===== config.mk =====
export PLATFORM = sky130hd
export DESIGN_NAME = pool_2d
export DESIGN_NICKNAME = d
export VERILOG_FILES = /design/src/rtl/pool_pkg.sv /design/src/rtl/pool_group_reduce.sv /design/src/rtl/pool_2d.sv
export SDC_FILE = /design/constraint.sdc
export NUM_CORES = 2
export LEC_CHECK = 0
export BUFFER_PORTS_ARGS = -buffer_cell sky130_fd_sc_hd__buf_2
export CAP_MARGIN = 30
export CORE_UTILIZATION = 30
export DETAILED_ROUTE_END_ITERATION = 7
export PLACE_DENSITY = 0.52
export SETUP_SLACK_MARGIN = 0.4
export SLEW_MARGIN = 20
export SYNTH_ARGS = -nofsm -noshare
export SYNTH_HDL_FRONTEND = slang
export SYNTH_SLANG_ARGS = --single-unit

===== constraint.sdc =====
create_clock -name i_clk -period 15.5 [get_ports i_clk]
set_input_delay 3.875 -clock i_clk [delete_from_list [all_inputs] [get_ports i_clk]]
set_output_delay 3.875 -clock i_clk [all_outputs]
set_load 0.05 [all_outputs]

===== src/rtl/pool_pkg.sv =====
// Shared types and constants for the 2-D pooling block.
package pool_pkg;

  typedef enum logic [1:0] {
    S_IDLE  = 2'd0,
    S_RUN   = 2'd1,
    S_FLUSH = 2'd2,
    S_DONE  = 2'd3
  } pool_state_t;

  localparam logic POOL_AVG = 1'b0;
  localparam logic POOL_MAX = 1'b1;

  // Elements are signed Q5.3: three fractional bits.
  localparam int FRAC = 3;

  // Maps the requested window size to log2(W); anything other than 2 or 4 behaves as W=1.
  function automatic logic [1:0] windowLog2(input logic [2:0] w);
    case (w)
      3'd2:    windowLog2 = 2'd1;
      3'd4:    windowLog2 = 2'd2;
      default: windowLog2 = 2'd0;
    endcase
  endfunction

endpackage


===== src/rtl/pool_group_reduce.sv =====
// Horizontal reduction of one four-lane slice of a beat: two pair results (W=2)
// or a single quad result (W=4), as a sum (average mode) or a signed max.
module pool_group_reduce #(
  parameter int DWIDTH = 8
) (
  input  logic [4*DWIDTH-1:0]      i_data,
  input  logic [3:0]               i_mask,
  input  logic                     i_mode,
  input  logic                     i_quad,
  output logic signed [DWIDTH+3:0] o_red0,
  output logic signed [DWIDTH+3:0] o_red1,
  output logic                     o_mask0,
  output logic                     o_mask1
);
  import pool_pkg::*;

  localparam int AW = DWIDTH + 4;
  // Most-negative element value, sign-extended to the accumulator width.
  localparam logic signed [AW-1:0] MIN_VAL = {{5{1'b1}}, {(DWIDTH-1){1'b0}}};

  logic signed [AW-1:0] w_lane [4];
  logic signed [AW-1:0] w_pair0;
  logic signed [AW-1:0] w_pair1;

  function automatic logic signed [AW-1:0] combine(input logic signed [AW-1:0] a,
                                                   input logic signed [AW-1:0] b,
                                                   input logic mode);
    if (mode == POOL_AVG) combine = a + b;
    else                  combine = (a > b) ? a : b;
  endfunction

  // Invalid lanes are replaced by the neutral element of the active reduction.
  always_comb begin
    for (int i = 0; i < 4; i++) begin
      if (i_mask[i]) w_lane[i] = AW'($signed(i_data[i*DWIDTH +: DWIDTH]));
      else           w_lane[i] = (i_mode == POOL_MAX) ? MIN_VAL : '0;
    end
  end

  assign w_pair0 = combine(w_lane[0], w_lane[1], i_mode);
  assign w_pair1 = combine(w_lane[2], w_lane[3], i_mode);
  assign o_red0  = i_quad ? combine(w_pair0, w_pair1, i_mode) : w_pair0;
  assign o_red1  = w_pair1;
  assign o_mask0 = i_quad ? (|i_mask) : (|i_mask[1:0]);
  assign o_mask1 = |i_mask[3:2];

endmodule


===== src/rtl/pool_2d.sv =====
// W x W average/max pooling over a streamed frame of LANES-wide beats, with bypass.
module pool_2d #(
  parameter int DWIDTH = 8,
  parameter int LANES  = 16,
  parameter int CNT_W  = 16
) (
  input  logic                    i_clk,
  input  logic                    i_reset,
  input  logic                    i_start,
  input  logic                    i_enable_pool,
  input  logic                    i_pool_mode,
  input  logic [2:0]              i_pool_window_size,
  input  logic [CNT_W-1:0]        i_num_rows,
  input  logic                    i_in_valid,
  output logic                    o_in_ready,
  input  logic [LANES*DWIDTH-1:0] i_inp_data,
  input  logic [LANES-1:0]        i_validity_mask,
  output logic                    o_out_valid,
  input  logic                    i_out_ready,
  output logic [LANES*DWIDTH-1:0] o_out_data,
  output logic [LANES-1:0]        o_out_mask,
  output logic                    o_done_pool
);
  import pool_pkg::*;

  localparam int QUADS  = LANES / 4;
  localparam int GROUPS = LANES / 2;
  localparam int AW     = DWIDTH + 4;
  localparam logic signed [AW:0] SAT_HI = (AW+1)'((1 << (DWIDTH-1)) - 1);
  localparam logic signed [AW:0] SAT_LO = ~SAT_HI;

  pool_state_t r_state, w_stateNext;
  logic                    r_enPool, r_mode;
  logic [1:0]              r_wLog2, r_beatCnt;
  logic [CNT_W-1:0]        r_numRows, r_rowCnt, w_rowNext;
  logic signed [AW-1:0]    r_acc [GROUPS];
  logic [GROUPS-1:0]       r_accMask;
  logic                    r_outValid, r_outIsLast;
  logic [LANES*DWIDTH-1:0] r_outData;
  logic [LANES-1:0]        r_outMask;

  logic                    w_accept, w_outFree, w_pool, w_lastBeat, w_lastRow;
  logic [2:0]              w_winLast;
  logic signed [AW-1:0]    w_red0 [QUADS];
  logic signed [AW-1:0]    w_red1 [QUADS];
  logic [QUADS-1:0]        w_rmask0, w_rmask1;
  logic signed [AW-1:0]    w_beatVal [GROUPS];
  logic [GROUPS-1:0]       w_beatMask;
  logic signed [AW-1:0]    w_accNext [GROUPS];
  logic [GROUPS-1:0]       w_accMaskNext;
  logic [LANES*DWIDTH-1:0] w_poolData;
  logic [LANES-1:0]        w_poolMask;

  function automatic logic signed [AW-1:0] combine(input logic signed [AW-1:0] a,
                                                   input logic signed [AW-1:0] b,
                                                   input logic mode);
    if (mode == POOL_AVG) combine = a + b;
    else                  combine = (a > b) ? a : b;
  endfunction

  // Average: round-half-up divide by W*W then saturate; max: value is already in range.
  function automatic logic [DWIDTH-1:0] finalize(input logic signed [AW-1:0] a,
                                                 input logic mode,
                                                 input logic [1:0] wl);
    logic signed [AW:0] biased;
    logic signed [AW:0] scaled;
    logic [2:0]         s;
    s      = {wl, 1'b0};
    biased = {a[AW-1], a} + ((AW+1)'(1) << (s - 3'd1));
    scaled = biased >>> s;
    if (mode == POOL_MAX)     finalize = a[DWIDTH-1:0];
    else if (scaled > SAT_HI) finalize = SAT_HI[DWIDTH-1:0];
    else if (scaled < SAT_LO) finalize = SAT_LO[DWIDTH-1:0];
    else                      finalize = scaled[DWIDTH-1:0];
  endfunction

  assign w_outFree   = !r_outValid || i_out_ready;
  assign o_in_ready  = (r_state == S_RUN) && (r_rowCnt != r_numRows) && w_outFree;
  assign w_accept    = i_in_valid && o_in_ready;
  assign w_pool      = r_enPool && (r_wLog2 != 2'd0);
  assign w_winLast   = (3'd1 << r_wLog2) - 3'd1;
  assign w_lastBeat  = ({1'b0, r_beatCnt} == w_winLast);
  assign w_rowNext   = r_rowCnt + CNT_W'(1);
  assign w_lastRow   = (w_rowNext == r_numRows);
  assign o_out_valid = r_outValid;
  assign o_out_data  = r_outData;
  assign o_out_mask  = r_outMask;
  assign o_done_pool = (r_state == S_DONE);

  for (genvar q = 0; q < QUADS; q++) begin : g_quad
    pool_group_reduce #(.DWIDTH(DWIDTH)) u_reduce (
      .i_data  (i_inp_data[q*4*DWIDTH +: 4*DWIDTH]),
      .i_mask  (i_validity_mask[q*4 +: 4]),
      .i_mode  (r_mode),
      .i_quad  (r_wLog2 == 2'd2),
      .o_red0  (w_red0[q]),
      .o_red1  (w_red1[q]),
      .o_mask0 (w_rmask0[q]),
      .o_mask1 (w_rmask1[q])
    );
  end

  // Route the per-quad reductions onto global group indices for the current W.
  always_comb begin
    for (int g = 0; g < GROUPS; g++) w_beatVal[g] = '0;
    w_beatMask = '0;
    for (int q = 0; q < QUADS; q++) begin
      if (r_wLog2 == 2'd2) begin
        w_beatVal[q]  = w_red0[q];
        w_beatMask[q] = w_rmask0[q];
      end else begin
        w_beatVal[2*q]    = w_red0[q];
        w_beatVal[2*q+1]  = w_red1[q];
        w_beatMask[2*q]   = w_rmask0[q];
        w_beatMask[2*q+1] = w_rmask1[q];
      end
    end
  end

  // Fold the current beat into the window; the first beat of a window starts it afresh.
  always_comb begin
    w_accMaskNext = '0;
    for (int g = 0; g < GROUPS; g++) begin
      if (r_beatCnt == 2'd0) begin
        w_accNext[g]     = w_beatVal[g];
        w_accMaskNext[g] = w_beatMask[g];
      end else begin
        w_accNext[g]     = combine(r_acc[g], w_beatVal[g], r_mode);
        w_accMaskNext[g] = r_accMask[g] | w_beatMask[g];
      end
    end
  end

  // Pooled output word: FLUSH emits the stored partial window, otherwise the window just closed.
  always_comb begin
    w_poolData = '0;
    w_poolMask = '0;
    for (int g = 0; g < GROUPS; g++) begin
      if (g < (LANES >> r_wLog2)) begin
        if (r_state == S_FLUSH) begin
          w_poolData[g*DWIDTH +: DWIDTH] = finalize(r_acc[g], r_mode, r_wLog2);
          w_poolMask[g]                  = r_accMask[g];
        end else begin
          w_poolData[g*DWIDTH +: DWIDTH] = finalize(w_accNext[g], r_mode, r_wLog2);
          w_poolMask[g]                  = w_accMaskNext[g];
        end
      end
    end
  end

  // Frame sequencing: done after the last output leaves, or at once for an empty frame.
  always_comb begin
    w_stateNext = r_state;
    case (r_state)
      S_IDLE:  if (i_start) w_stateNext = (i_num_rows == '0) ? S_DONE : S_RUN;
      S_RUN: begin
        if (r_outValid && i_out_ready && r_outIsLast)
          w_stateNext = S_DONE;
        else if (w_accept && w_lastRow && w_pool && !w_lastBeat)
          w_stateNext = S_FLUSH;
      end
      S_FLUSH: if (r_outValid && i_out_ready && r_outIsLast) w_stateNext = S_DONE;
      S_DONE:  w_stateNext = S_IDLE;
      default: w_stateNext = S_IDLE;
    endcase
  end

  // State register.
  always_ff @(posedge i_clk or posedge i_reset) begin
    if (i_reset) r_state <= S_IDLE;
    else         r_state <= w_stateNext;
  end

  // Configuration latch, window accumulation and the held output register.
  always_ff @(posedge i_clk or posedge i_reset) begin
    if (i_reset) begin
      r_enPool    <= 1'b0;
      r_mode      <= 1'b0;
      r_wLog2     <= 2'd0;
      r_numRows   <= '0;
      r_rowCnt    <= '0;
      r_beatCnt   <= 2'd0;
      r_accMask   <= '0;
      r_outValid  <= 1'b0;
      r_outIsLast <= 1'b0;
      r_outData   <= '0;
      r_outMask   <= '0;
      for (int g = 0; g < GROUPS; g++) r_acc[g] <= '0;
    end else begin
      if (r_outValid && i_out_ready) r_outValid <= 1'b0;
      if (r_state == S_IDLE && i_start) begin
        r_enPool    <= i_enable_pool;
        r_mode      <= i_pool_mode;
        r_wLog2     <= windowLog2(i_pool_window_size);
        r_numRows   <= i_num_rows;
        r_rowCnt    <= '0;
        r_beatCnt   <= 2'd0;
        r_outIsLast <= 1'b0;
      end
      if (w_accept) begin
        r_rowCnt <= w_rowNext;
        if (!w_pool) begin
          r_outData   <= i_inp_data;
          r_outMask   <= i_validity_mask;
          r_outValid  <= 1'b1;
          r_outIsLast <= w_lastRow;
        end else if (w_lastBeat) begin
          r_outData   <= w_poolData;
          r_outMask   <= w_poolMask;
          r_outValid  <= 1'b1;
          r_outIsLast <= w_lastRow;
          r_beatCnt   <= 2'd0;
        end else begin
          for (int g = 0; g < GROUPS; g++) r_acc[g] <= w_accNext[g];
          r_accMask <= w_accMaskNext;
          r_beatCnt <= r_beatCnt + 2'd1;
        end
      end
      if (r_state == S_FLUSH && !r_outIsLast && w_outFree) begin
        r_outData   <= w_poolData;
        r_outMask   <= w_poolMask;
        r_outValid  <= 1'b1;
        r_outIsLast <= 1'b1;
      end
    end
  end

endmodule


==> summary.md <==
| Metric | Value |
|---|---|
| Worst skew pair latency | 640 ps |
| Grt ovf | 0 |
| Maxcap violations | 0 |
| Initial antenna violation count | 20 |
| Critical-path top delay cell | o21ai_1 |
| Setup crit end kind | register |
| Leak | 23.17 nW |
| Fillers | 15.77k |
| Crit path from | i_validity_mask[5] |
| Worst Skew | 27.19 ps |
| Max incr delay on CP | ~670 ps |
| Cell-internal power | 0.001928 W |
| Slew @ Worst Pin | around 1000 ps |
| Final worst-path cycle share | 0.9314 |
| Non-Filler Instances | just over 8k |
| Drt first-iter violations | 5,107 |
| CTS tree | done |
| Drt wl/cell | 25.15 um |
| Grt met3 use | 0.06244 |
| CTS Root Cell | clkbuf_16 |
| Final Hold Vio Count | 0 |
| Clock slew seen by the registers of the worst setup and hold paths | approximately 60 ps |
| Fin. max-slew vios | 0 |
| Hold buffer count at cts | 0 |
| Port Buf Inserts | 316 |
| Syn Nets | 6,763 |
| Combinational power share | 0.447 |
| F_max | between 60 and 70 MHz |
| PwrDens | between 60 and 70 mW/mm2 |
| Run status | finished, final reports clean |
| Post-DP Area | 0.04807 mm2 |
| Via/cell ratio | 5.940 |
| Ys flop type | dfrtp_1 |
| Final nets | a little under 7k |
| P_sw | between 0.001 and 0.0015 W |
| Commonest cells after routing, fill and taps aside | 731 x nand2_1, 526 x nor2_1, 485 x a21oi_1 |
| Total track usage | 0.2619 |
| Clk pwr share | 0.327 |
| Syn Inst Count | 6,095 |
| Startpoint Class | input port |
| Maximum vdd drop | 0.07705 mV |
| Initial cell density of the core | 0.3020 |
| Hold path start | o_out_mask[0]$_DFFE_PP0P_ |
| First-pass GRT wire length | 301,200 um |
| Via count | ~49k |
| Async SR Flop Fraction | 1.000 |
| Placed instance count | about 8k |
| Met2 Usage GRT | 0.3981 |
| Final Critical Period | about 14,000 ps |
| CP max FO | 17 |
| Yosys warning total | 0 |
| #FFs+latches synth | 290 |
| Detailed Place HPWL | 159,000 um |
| CTS max path bufs | 3 |
| Largest net degree at the start of global routing | 156 |
| Die Wd | 387.5 um |
| CORE AREA | 0.1477 mm2 |
| Critical path data required time | 16,040 ps |
| Reg2Reg Setup Slack | 3090 ps |
| Drt first pass iters | 6 |
| CP dominant cell by count | ha_1 |
| Cts bufs inserted | 44 |
| CTS H-tree lvls | 2 |
| Site Rows | 141 |
| Final setup vio count | 0 |
| Total Wirelength | 205,700 um |
| FF-to-FF Start | r_mode$_DFFE_PP0P_ |
| Unrepaired setup endpoints after global routing | no |
| Setup TNS | 0 ps |
| Sequential share of power | 0.226 |
| Drt drc | 0 |
| Synthesis-to-layout area growth | 11.29% |
| Fin area | approximately 0.050 mm2 |
| Gpl congestion | 1.013 |
| Sw frac | 0.4245 |
| Netlist Area Pre-Place | 0.04459 mm2 |
| EDFF count, synth | 0 |
| Most common cell after layout, fill and taps aside | nand2_1 |
| Critical path class | input port to register |
| Met1 track demand over resource | 0.3616 |
| Slew margin rel. | 0.3045 |
| Min-delay worst type | register to register |
| I/O pin count | 317 |
| Crit path arrival time | roughly 15,000 ps |
| Clk sinks | 290 |
| Die extent in y | 387.5 um |
| Yosys cell types | 130 |
| Vias in the first global route | approximately 46k |
| Syn avg cell area | 7.316 um2 |
| Seq/Total Area, Yosys | 0.1628 |
| ANT nets after route | 0 |
| Layout cell share with drive strength beyond 1 | 0.1136 |
| GR peak layer | met2 |
| Die ar. | 0.1502 mm2 |
-- critical path: cells and delay by family --
family | cells | cell delay [ps]
buf+inv | 2 | 360
simple gates | 11 | 2520
mux | 1 | 640
compound gates | 21 | 6170
fa+ha+maj | 4 | 1390
-- power groups by stage --
stage / sequential [W] / clock, W / combinational [W]
final: 0.000757 / 0.00109 / 0.00150
after global routing: 0.000757 / 0.00114 / 0.00162
after CTS: 0.000757 / 0.00112 / 0.00146
after detailed placement: 0.000771 / 0 / 0.00145
after global placement: 0.000771 / 0 / 0.00145
after floorplan: 0.000771 / 0 / 0.00102
-- sequential cells by signal, summed over array words and instances (netlist names) --
signal	cells
o_out_data	128
r_accMask	8
o_out_mask	16
r_enPool	1
r_beatCnt	2
r_wLog2	2
r_numRows	16
r_mode	1
r_outIsLast	1
o_out_valid	1
r_acc	96
r_rowCnt	16
r_state	2
-- timing repair --
action                                  in CTS  in global routing
endpoints found under the setup margin       0                  8
setup buffers                                0                  0
gates resized for setup                      0                  3
-- layer usage --
| metal | wire (um) | up-vias |
|---|---|---|
| met5 | 71 | - |
| met2 | 87460 | 2052 |
| met3 | 20200 | 344 |
| met1 | 91280 | 23665 |
| met4 | 6642 | 12 |
| li1 | - | 22500 |
-- path summary, 6_finish.rpt --
| check | to | depth (start not counted) |
|---|---|---|
| max | o_out_data[13]$_DFFE_PP0P_ | 39 |
| max in group asynchronous | r_wLog2[1]$_DFFE_PP0P_ | 5 |
| min in group asynchronous | r_acc[44]$_DFFE_PP0P_ | 2 |
| min reg2reg | o_out_mask[0]$_DFFE_PP0P_ | 2 |
| min | o_out_mask[0]$_DFFE_PP0P_ | 2 |
| max reg2reg | o_out_data[13]$_DFFE_PP0P_ | 39 |
-- per-stage QoR --
| stage | hold slack [ps] | utilization | power, W | setup WS (ps) |
|---|---|---|---|---|
| floorplan | 449.7 | - | 0.001787 | 2387 |
| global placement | 465.7 | 0.3252 | 0.002224 | 392.0 |
| detailed placement | 471.7 | 0.3255 | 0.002223 | 719.1 |
| CTS | 483.7 | 0.3359 | 0.003339 | 1336 |
| global route | 506.1 | 0.3360 | 0.003520 | 403.7 |
| finish | 478.8 | 0.3361 | 0.003350 | 1064 |
-- layout make-up --
type | instances | area (um2) | share of cell area
clock buffer | 57 | 1241 | 0.02501
clock inverter | 24 | 285.3 | 0.005749
inverter | 408 | 1548 | 0.03119
antenna | 5 | 12.51 | 0.0002521
timing repair buffer | 389 | 2237 | 0.04508
sequential | 290 | 7268 | 0.1465
tap | 1930 | 2415 | 0.04866
multi-input combinational | 5074 | 34620 | 0.6976
-- cells by family (layout without fill, tap and decap cells) --
logic type,Yosys count,count (layout),share of synthesized area
buffers and inverters,731,878,0.06325
flip-flops,290,290,0.1628
XOR/XNOR,264,264,0.05186
other,0,5,0
AO/OA/AOI/OAI,2157,2157,0.3315
multiplexers,169,169,0.04100
adder cells (fa/ha/maj),500,500,0.1431
AND/OR/NAND/NOR,1984,1984,0.2066
-- cell usage after synthesis, types with 39 or more instances --
cell | count | area share
and2_1 | 91 | 0.013
clkbuf_1 | 210 | 0.018
mux2i_1 | 117 | 0.026
a221oi_1 | 45 | 0.0088
o31ai_1 | 56 | 0.0094
o21a_1 | 76 | 0.013
a211oi_1 | 98 | 0.016
dfrtp_1 | 290 | 0.16
inv_1 | 401 | 0.034
a21o_1 | 69 | 0.012
o22ai_1 | 66 | 0.0093
nand2_1 | 734 | 0.062
o21bai_1 | 56 | 0.0094
and3_1 | 44 | 0.0062
nor2_1 | 532 | 0.045
buf_2 | 49 | 0.0055
nor3_1 | 111 | 0.012
buf_1 | 61 | 0.0051
a22o_1 | 85 | 0.017
xor2_1 | 93 | 0.018
xnor2_1 | 171 | 0.034
a31oi_1 | 91 | 0.013
ha_1 | 481 | 0.13
or3_1 | 39 | 0.0055
o21ai_0 | 450 | 0.051
o211ai_1 | 78 | 0.013
a21oi_1 | 486 | 0.055
nor2b_1 | 68 | 0.0095
nand2b_1 | 70 | 0.0098
nand3_1 | 100 | 0.011
mux2_2 | 45 | 0.011
(Power assumes the default switching activity.)
